==> src/rtl/hdmi_rx_pkg.sv <==
// Shared TMDS lane constants: the four DVI/HDMI control-period tokens and the
// word-aligner state encoding (SEARCH=0, LOCKED=1, SLIP=2).
package hdmi_rx_pkg;

  localparam logic [9:0] CTRL_TOK_0 = 10'b1101010100;
  localparam logic [9:0] CTRL_TOK_1 = 10'b0010101011;
  localparam logic [9:0] CTRL_TOK_2 = 10'b0101010100;
  localparam logic [9:0] CTRL_TOK_3 = 10'b1010101011;

  typedef enum logic [1:0] {
    ST_SEARCH = 2'd0,
    ST_LOCKED = 2'd1,
    ST_SLIP   = 2'd2
  } align_state_e;

endpackage

==> src/rtl/tmds_ctrl_token_det.sv <==
// Combinational detector: flags a 10-bit TMDS word that equals one of the
// four control-period tokens.
module tmds_ctrl_token_det
  import hdmi_rx_pkg::*;
(
  input  logic [9:0] i_word,
  output logic       o_is_token
);

  assign o_is_token = (i_word == CTRL_TOK_0) || (i_word == CTRL_TOK_1) ||
                      (i_word == CTRL_TOK_2) || (i_word == CTRL_TOK_3);

endmodule

==> src/rtl/hdmi_rx_word_align.sv <==
// TMDS lane word aligner: hunts bit offsets 0..9 for a run of control tokens,
// holds lock while tokens keep appearing. Define HDMI_RX_ALIGN_DBG_EN for debug ports.
module hdmi_rx_word_align
  import hdmi_rx_pkg::*;
#(
  parameter int TOKEN_RUN  = 8,
  parameter int SEARCH_WIN = 1024,
  parameter int LOSS_WIN   = 2**21
) (
  input  logic       I_parallel_clk,
  input  logic       I_rst,
  input  logic [9:0] I_raw_data,
  output logic [9:0] O_aligned_data,
  output logic       O_locked,
  output logic       O_slip
`ifdef HDMI_RX_ALIGN_DBG_EN
  ,
  output logic [3:0] O_dbg_offset,
  output logic [1:0] O_dbg_state
`endif
);

  // run_cnt must be able to hold TOKEN_RUN itself, hence the +1
  localparam int RUN_W  = $clog2(TOKEN_RUN + 1);
  localparam int WIN_W  = $clog2(SEARCH_WIN);
  localparam int LOSS_W = $clog2(LOSS_WIN);

  localparam logic [RUN_W-1:0]  RUN_MAX   = RUN_W'(TOKEN_RUN);
  localparam logic [WIN_W-1:0]  WIN_LAST  = WIN_W'(SEARCH_WIN - 1);
  localparam logic [LOSS_W-1:0] LOSS_LAST = LOSS_W'(LOSS_WIN - 1);

  align_state_e      r_state, w_state_nxt;
  logic [9:0]        r_raw_d1;
  logic [3:0]        r_offset, w_offset_nxt;
  logic [RUN_W-1:0]  r_run_cnt, w_run_nxt;
  logic [WIN_W-1:0]  r_win_cnt, w_win_nxt;
  logic [LOSS_W-1:0] r_loss_cnt, w_loss_nxt;
  logic [9:0]        r_aligned;
  logic              r_locked;
  logic              r_slip;

  logic [19:0] w_cat;
  logic [19:0] w_shift;
  logic [9:0]  w_win;
  logic        w_is_token;

  // bit 0 is earliest, so the older word sits in the low half
  assign w_cat   = {I_raw_data, r_raw_d1};
  assign w_shift = w_cat >> r_offset;
  assign w_win   = w_shift[9:0];

  tmds_ctrl_token_det u_tok_det (
    .i_word     (w_win),
    .o_is_token (w_is_token)
  );

  always_ff @(posedge I_parallel_clk or posedge I_rst) begin
    if (I_rst) r_state <= ST_SEARCH;
    else       r_state <= w_state_nxt;
  end

  always_comb begin
    w_state_nxt  = r_state;
    w_offset_nxt = r_offset;
    w_run_nxt    = r_run_cnt;
    w_win_nxt    = r_win_cnt;
    w_loss_nxt   = '0;
    case (r_state)
      ST_SEARCH: begin
        // lock takes priority over window expiry
        if (r_run_cnt == RUN_MAX)       w_state_nxt = ST_LOCKED;
        else if (r_win_cnt == WIN_LAST) w_state_nxt = ST_SLIP;
        if (!w_is_token)                w_run_nxt = '0;
        else if (r_run_cnt != RUN_MAX)  w_run_nxt = r_run_cnt + 1'b1;
        if (r_win_cnt != WIN_LAST)      w_win_nxt = r_win_cnt + 1'b1;
      end
      ST_LOCKED: begin
        if (r_loss_cnt == LOSS_LAST) w_state_nxt = ST_SLIP;
        if (w_is_token)                  w_loss_nxt = '0;
        else if (r_loss_cnt != LOSS_LAST) w_loss_nxt = r_loss_cnt + 1'b1;
        else                             w_loss_nxt = r_loss_cnt;
      end
      ST_SLIP: begin
        w_state_nxt  = ST_SEARCH;
        w_offset_nxt = (r_offset == 4'd9) ? 4'd0 : r_offset + 4'd1;
        w_run_nxt    = '0;
        w_win_nxt    = '0;
      end
      default: w_state_nxt = ST_SEARCH;
    endcase
  end

  always_ff @(posedge I_parallel_clk or posedge I_rst) begin
    if (I_rst) begin
      r_raw_d1   <= '0;
      r_offset   <= '0;
      r_run_cnt  <= '0;
      r_win_cnt  <= '0;
      r_loss_cnt <= '0;
      r_aligned  <= '0;
      r_locked   <= 1'b0;
      r_slip     <= 1'b0;
    end else begin
      r_raw_d1   <= I_raw_data;
      r_offset   <= w_offset_nxt;
      r_run_cnt  <= w_run_nxt;
      r_win_cnt  <= w_win_nxt;
      r_loss_cnt <= w_loss_nxt;
      r_aligned  <= w_win;
      // rises one cycle after entering LOCKED, drops as SLIP is entered
      r_locked   <= (r_state == ST_LOCKED) && (w_state_nxt == ST_LOCKED);
      r_slip     <= (w_state_nxt == ST_SLIP);
    end
  end

  assign O_aligned_data = r_aligned;
  assign O_locked       = r_locked;
  assign O_slip         = r_slip;

`ifdef HDMI_RX_ALIGN_DBG_EN
  assign O_dbg_offset = r_offset;
  assign O_dbg_state  = r_state;
`endif

endmodule

==> config.mk <==
export PLATFORM = sky130hd
export DESIGN_NAME = hdmi_rx_word_align
export DESIGN_NICKNAME = d
export VERILOG_FILES = /design/src/rtl/hdmi_rx_pkg.sv /design/src/rtl/tmds_ctrl_token_det.sv /design/src/rtl/hdmi_rx_word_align.sv
export SDC_FILE = /design/constraint.sdc
export NUM_CORES = 1
export LEC_CHECK = 0
export CAP_MARGIN = 20
export CORE_MARGIN = 4
export CORE_UTILIZATION = 68
export CTS_CLUSTER_DIAMETER = 60
export CTS_CLUSTER_SIZE = 40
export DETAILED_ROUTE_END_ITERATION = 7
export DONT_BUFFER_PORTS = 1
export GPL_TIMING_DRIVEN = 0
export PLACE_DENSITY = 0.84
export SETUP_SLACK_MARGIN = 0.2
export SLEW_MARGIN = 20
export SYNTH_ARGS = -nofsm -noshare
export SYNTH_HDL_FRONTEND = slang
export SYNTH_SLANG_ARGS = --single-unit
export TNS_END_PERCENT = 5
==> constraint.sdc <==
create_clock -name I_parallel_clk -period 6.8 [get_ports I_parallel_clk]
set_clock_uncertainty 0.05 [all_clocks]
set_input_delay 0.68 -clock I_parallel_clk [delete_from_list [all_inputs] [get_ports I_parallel_clk]]
set_output_delay 0.68 -clock I_parallel_clk [all_outputs]
set_load 0.01 [all_outputs]
## Word-level counts from Yosys, hierarchy flattened

Index checks and enable logic that the tools add are counted.

- Add/sub/neg operators: 4
- Equality and inequality tests: 18
- Shifts and indexed selects: 1
- Muxes and demuxes: 13
- Reduce and logical (&&, ||, !) cells: 8

Operator list:

| operator | count |
|---|---|
| 21-bit two-way mux | 3 |
| 10-bit equality test (second input constant) | 3 |
| 21-bit by 1-bit adder with 21-bit output (second input constant) | 1 |
| 21-bit equality test (second input constant) | 1 |
| 21-bit inequality test (second input constant) | 1 |
| 10-bit case mux with 2 select lines | 1 |
| 20-bit by 4-bit >> shifter with 10-bit output | 1 |
| 4-bit two-way mux | 3 |
| 10-bit by 1-bit adder with 10-bit output (second input constant) | 1 |
| 10-bit by 8-bit equality test with 1-bit output (second input constant) | 1 |
| 10-bit by 9-bit equality test with 1-bit output (second input constant) | 1 |
| 10-bit two-way mux | 1 |
| 10-bit inequality test (second input constant) | 1 |
| 4-bit by 1-bit adder with 4-bit output (second input constant) | 2 |
| 4-bit equality test (second input constant) | 2 |
| 4-bit case mux with 2 select lines | 1 |
| 2-bit two-way mux | 3 |
| 3-bit inequality test (second input constant) | 2 |
| 2-bit by 1-bit equality test with 1-bit output (second input constant) | 2 |
| 2-bit equality test (second input constant) | 2 |
| 4-bit inequality test (second input constant) | 1 |
| 2-bit case mux with 2 select lines | 1 |
| 2-bit AND reduction | 2 |
| 1-bit logical OR | 3 |
| 4 further kinds | 4 |

- Register bits after elaboration: 63
- Logic and storage cells: 53
- Output and inout port bits: 12
- Input bits: 12

## Longest topological paths before layout

- Depth after elaboration: 7
- Mapped depth: 11

## Cells and area by module

A second synthesis with hierarchy kept.

- Cells, all modules: 347
- Area total of the unflattened synthesis: 3579.7 um2

Modules (own cells, without submodules):

| module | cells an instance | times used | area each (um2) |
|---|---|---|---|
| hdmi_rx_word_align | 340 | 1 | 3522.1 |
| tmds_ctrl_token_det | 7 | 1 | 57.6 |

## Worst setup path after synthesis

No wires, ideal clock.

- Path type: input-to-reg
- Start: input port I_raw_data[5]
- End: register r_loss_cnt[10]
- Buffers on the path: 1
- Stages: 8
- Required time: 6.597 ns
- Path slack: 4.020 ns
- Data arrival time: 2.577 ns
- Path through: mux4_2 -> mux2_2 -> or4b_1 -> o22ai_1 -> o2bb2ai_2 -> or3b_4 -> buf_6 -> a211oi_2

- Cells in the longest elaborated chain, start to end: 7
- Elaborated cells between the ends (all ways): 11

Ends and longest elaborated chain:

| element | RTL line | source |
|---|---|---|
| start, declared | hdmi_rx_word_align.sv:12 | `input logic [9:0] I_raw_data,` |
| 20-bit by 4-bit >> shifter with 10-bit output (*) | hdmi_rx_word_align.sv:49 | `assign w_shift = w_cat >> r_offset;` |
| 10-bit equality test / 10-bit by 8-bit equality test with 1-bit output (equally long branches) | tmds_ctrl_token_det.sv:10 | `assign o_is_token = (i_word == CTRL_TOK_0) \|\| (i_word == CTRL_TOK_1) \|\|` |
| 1-bit logical OR (2 in a row) | tmds_ctrl_token_det.sv:10 |  |
| 1-bit logical OR (*) | tmds_ctrl_token_det.sv:11 | `(i_word == CTRL_TOK_2) \|\| (i_word == CTRL_TOK_3);` |
| 21-bit two-way mux | hdmi_rx_word_align.sv:79 | `if (w_is_token) w_loss_nxt = '0;` |
| 21-bit two-way mux | hdmi_rx_word_align.sv:68 | `case (r_state)` |
| end signal, assigned | hdmi_rx_word_align.sv:108 | `r_loss_cnt <= w_loss_nxt;` |
| end, declared | hdmi_rx_word_align.sv:37 | `logic [LOSS_W-1:0] r_loss_cnt, w_loss_nxt;` |

Mark *: on every way between the ends. The rest lies on a longest branch, timed or not.
A chain may end at the register's enable or synchronous reset.

## Worst setup path in the final report

- Start: register r_offset[0]
- End: register r_loss_cnt[12]

- Cells in the longest elaborated chain, start to end: 7
- Elaborated cells between the ends (all ways): 11

Ends and longest elaborated chain:

| element | RTL line | source |
|---|---|---|
| start, declared | hdmi_rx_word_align.sv:34 | `logic [3:0] r_offset, w_offset_nxt;` |
| start signal, assigned | hdmi_rx_word_align.sv:105 | `r_offset <= w_offset_nxt;` |
| 20-bit by 4-bit >> shifter with 10-bit output (*) | hdmi_rx_word_align.sv:49 |  |
| 10-bit equality test / 10-bit by 8-bit equality test with 1-bit output (equally long branches) | tmds_ctrl_token_det.sv:10 |  |
| 1-bit logical OR (2 in a row) | tmds_ctrl_token_det.sv:10 |  |
| 1-bit logical OR (*) | tmds_ctrl_token_det.sv:11 |  |
| 21-bit two-way mux | hdmi_rx_word_align.sv:79 |  |
| 21-bit two-way mux | hdmi_rx_word_align.sv:68 |  |

Marks and branches as above.

==> impl_metrics.yaml <==
run_status:
  status: "finished, final reports clean"
routing:
  via_count: 2477
  ant_nets: 0
  drt_wl_total_mm: 6.923
  initialDrtViolationCount: 163
  drc: 0
  via_per_inst: 6.335
  avgRoutedWirePerCell_um: 17.71
  dr.pass1.iters: 4
grt:
  grt_use_total: 0.2646
  grtUsageMet1: 0.3141
  grt_pass1_vias: 2564
  grt.overflow.total: 0
  grt_start_max_net_pins: 50
  antenna_found_initial: 0
  grt_pass1_wl_mm: 12.39
  grtUsageMet2: 0.4375
  busiest_layer: "met2"
  grt_use_met3: 0.1078
placement:
  port_buffers: 0
  gp_congestion: 0.8855
  hpwl_mm: 4.824
  place_area_um2: 3457
clock_network:
  clockBufferDepth: 2
  clk-insertion-delay-late_ns: 0.35
  post_cts_buffers: 0
  cts_sinks: 63
  cts_buffers: 9
  postCtsHoldBufs: 0
  cts_tree: "built"
  cts_root_buf: "clkbuf_8"
  clk_pin_slew_worst_paths_ns: 0.06
  cts_resized: 0
  h-tree-depth: 3
layout:
  final_core_util: 0.7647
  antennaDiodeCount: 0
  final_nets: 337
  area_growth_pct: 8.758
  design_area_um2: 3636
  drive_above_1_share: 0.1543
yosys:
  synth_common_cells: "dfrtp_1 (63), nor2_1 (35), nand2_1 (24)"
  ys_warn_count: 0
  synth_ff_type: "dfrtp_1"
  ys_top_cells_by_area: "dfrtp_1 (47%), mux4_2 (10%), nor2_1 (3.9%)"
  yosysSeqAreaShare: 0.4716
  async_flop_share: 1.000
  synth_area_um2: 3343
  ys_ff_latch: 63
  synth.most_common_cell: "dfrtp_1"
  synth_top_cell_by_area: "dfrtp_1"
  post_synth.cell_area_avg_um2: 10.82
  synth_nets: 325
  syn-instance-count: 309
  synth_cell_types: 47
  synth-edff-count: 0
  synth_top_area_frac: 0.4716
run:
  drv_cap: 0
setup_path:
  worstPathRequired_ns: 7.01
  cp.arrival_ns: 3.28
  reg2regPathDepth: 9
  worstReg2RegStart: "r_offset[0]"
  worstSetupPathType: "reg2reg"
  r2r_slack_ns: 3.73
  critPathMaxFanout: 10
  cp-start-kind: "flip-flop"
  endpoint_kind: "flip-flop"
  r2r_end: "r_loss_cnt[12]"
pwr:
  peakVddDrop_mv: 0.1617
  p_leak_nw: 1.495
  power_mw: 0.8294
  powerDensity_nw_per_um2: 228.1
sta:
  hold_viol: 0
  worst_pin_slew_ns: 0.7270
  setup-tns-final_ns: 0
  drv_slew: 0
  min_period_ns: 3.070
  finalSetupViolCount: 0
  rsz0062_at_grt: "no"
  max_freq_mhz: 325.7
  period_share: 0.4515
  slew_headroom: 0.5108
die:
  rows: 25
  die_h_um: 78.12
  ios: 24
  die_w_um: 78.12
  core_area_um2: 4755
  initial_core_util: 0.7032
  dieArea_um2: 6102
min_path:
  min_path_type: "in2async"
per-stage QoR:
step,hold slack (ns),worst slack [ns],instances
after floorplan,0.4132,4.020,309
after global placement,0.4408,3.831,376
after detailed placement,0.4462,3.774,377
after CTS,0.07751,3.733,391
after global routing,0.07139,3.569,391
final,0.08228,3.730,391
cells in the final DEF (no fill, tap or decap), types with 8 or more instances in the layout:
cell	count
and3_1	9
mux4_2	15
clkbuf_8	10
nand2_1	24
nand3_1	13
clkbuf_1	10
inv_1	11
xor2_1	13
nor2_1	35
nor3_1	8
a21oi_1	15
xnor2_1	9
dfrtp_1	63
report_power, final:
part / leakage [nW] / internal, mW / switching (mW)
combinational: 0.588 / 0.0434 / 0.0510
sequential: 0.818 / 0.403 / 0.0264
clock: 0.0896 / 0.176 / 0.130
final cells by class:
cell class	instances	area, um^2
inverter	12	47.55
tap	67	83.83
fill	307	1119
timing repair buffer	1	27.53
buffer	15	78.83
clock buffer	13	148.9
sequential	63	1577
clock inverter	1	30.03
multi-input combinational	219	1643
worst max-delay path: stages, from the launching register on:
cell and delay, ns:
dfrtp_1 0.32, clkbuf_1 0.39, mux4_2 0.61, a211oi_1 0.44, nor3_1 0.11, nor4bb_1 0.15
o2bb2ai_2 0.18, or3b_4 0.42, buf_6 0.16, nor3_2 0.17
per-layer routing:
layer	share of wire	vias to the layer above
li1	-	1147
met1	0.41	1226
met2	0.51	87
met3	0.064	17
met4	0.020	0
met5	0	-
worst max-delay path by stage:
stage	slack (ns)	depth (start not counted)	startpoint	end
after floorplan	4.02	8	I_raw_data[5]	r_loss_cnt[10]
after global placement	3.83	8	I_raw_data[5]	r_loss_cnt[18]
after detailed placement	3.77	8	I_raw_data[5]	r_loss_cnt[20]
after CTS	3.73	9	r_offset[0]	r_loss_cnt[12]
after global routing	3.57	9	r_offset[0]	r_loss_cnt[12]
final	3.73	9	r_offset[0]	r_loss_cnt[12]
state kept, by name, indices dropped and copies added, names as in the netlist:
name / flops
r_loss_cnt: 21
O_aligned_data: 10
r_raw_d1: 10
r_win_cnt: 10
r_offset: 4
r_run_cnt: 4
r_state: 2
O_locked: 1
O_slip: 1
cell families (layout without fill, tap and decap cells):
family / count (synthesis) / after routing / share of synthesized area
xor gates and xnor gates: 22 / 22 / 0.05764
and+or+nand+nor: 119 / 119 / 0.1853
buffers and inverters: 27 / 42 / 0.03705
muxes: 29 / 29 / 0.1456
DFF: 63 / 63 / 0.4716
AOI/OAI and AO/OA: 45 / 45 / 0.08795
adders and majority gates: 4 / 4 / 0.01497
(Power assumes the default switching activity.)
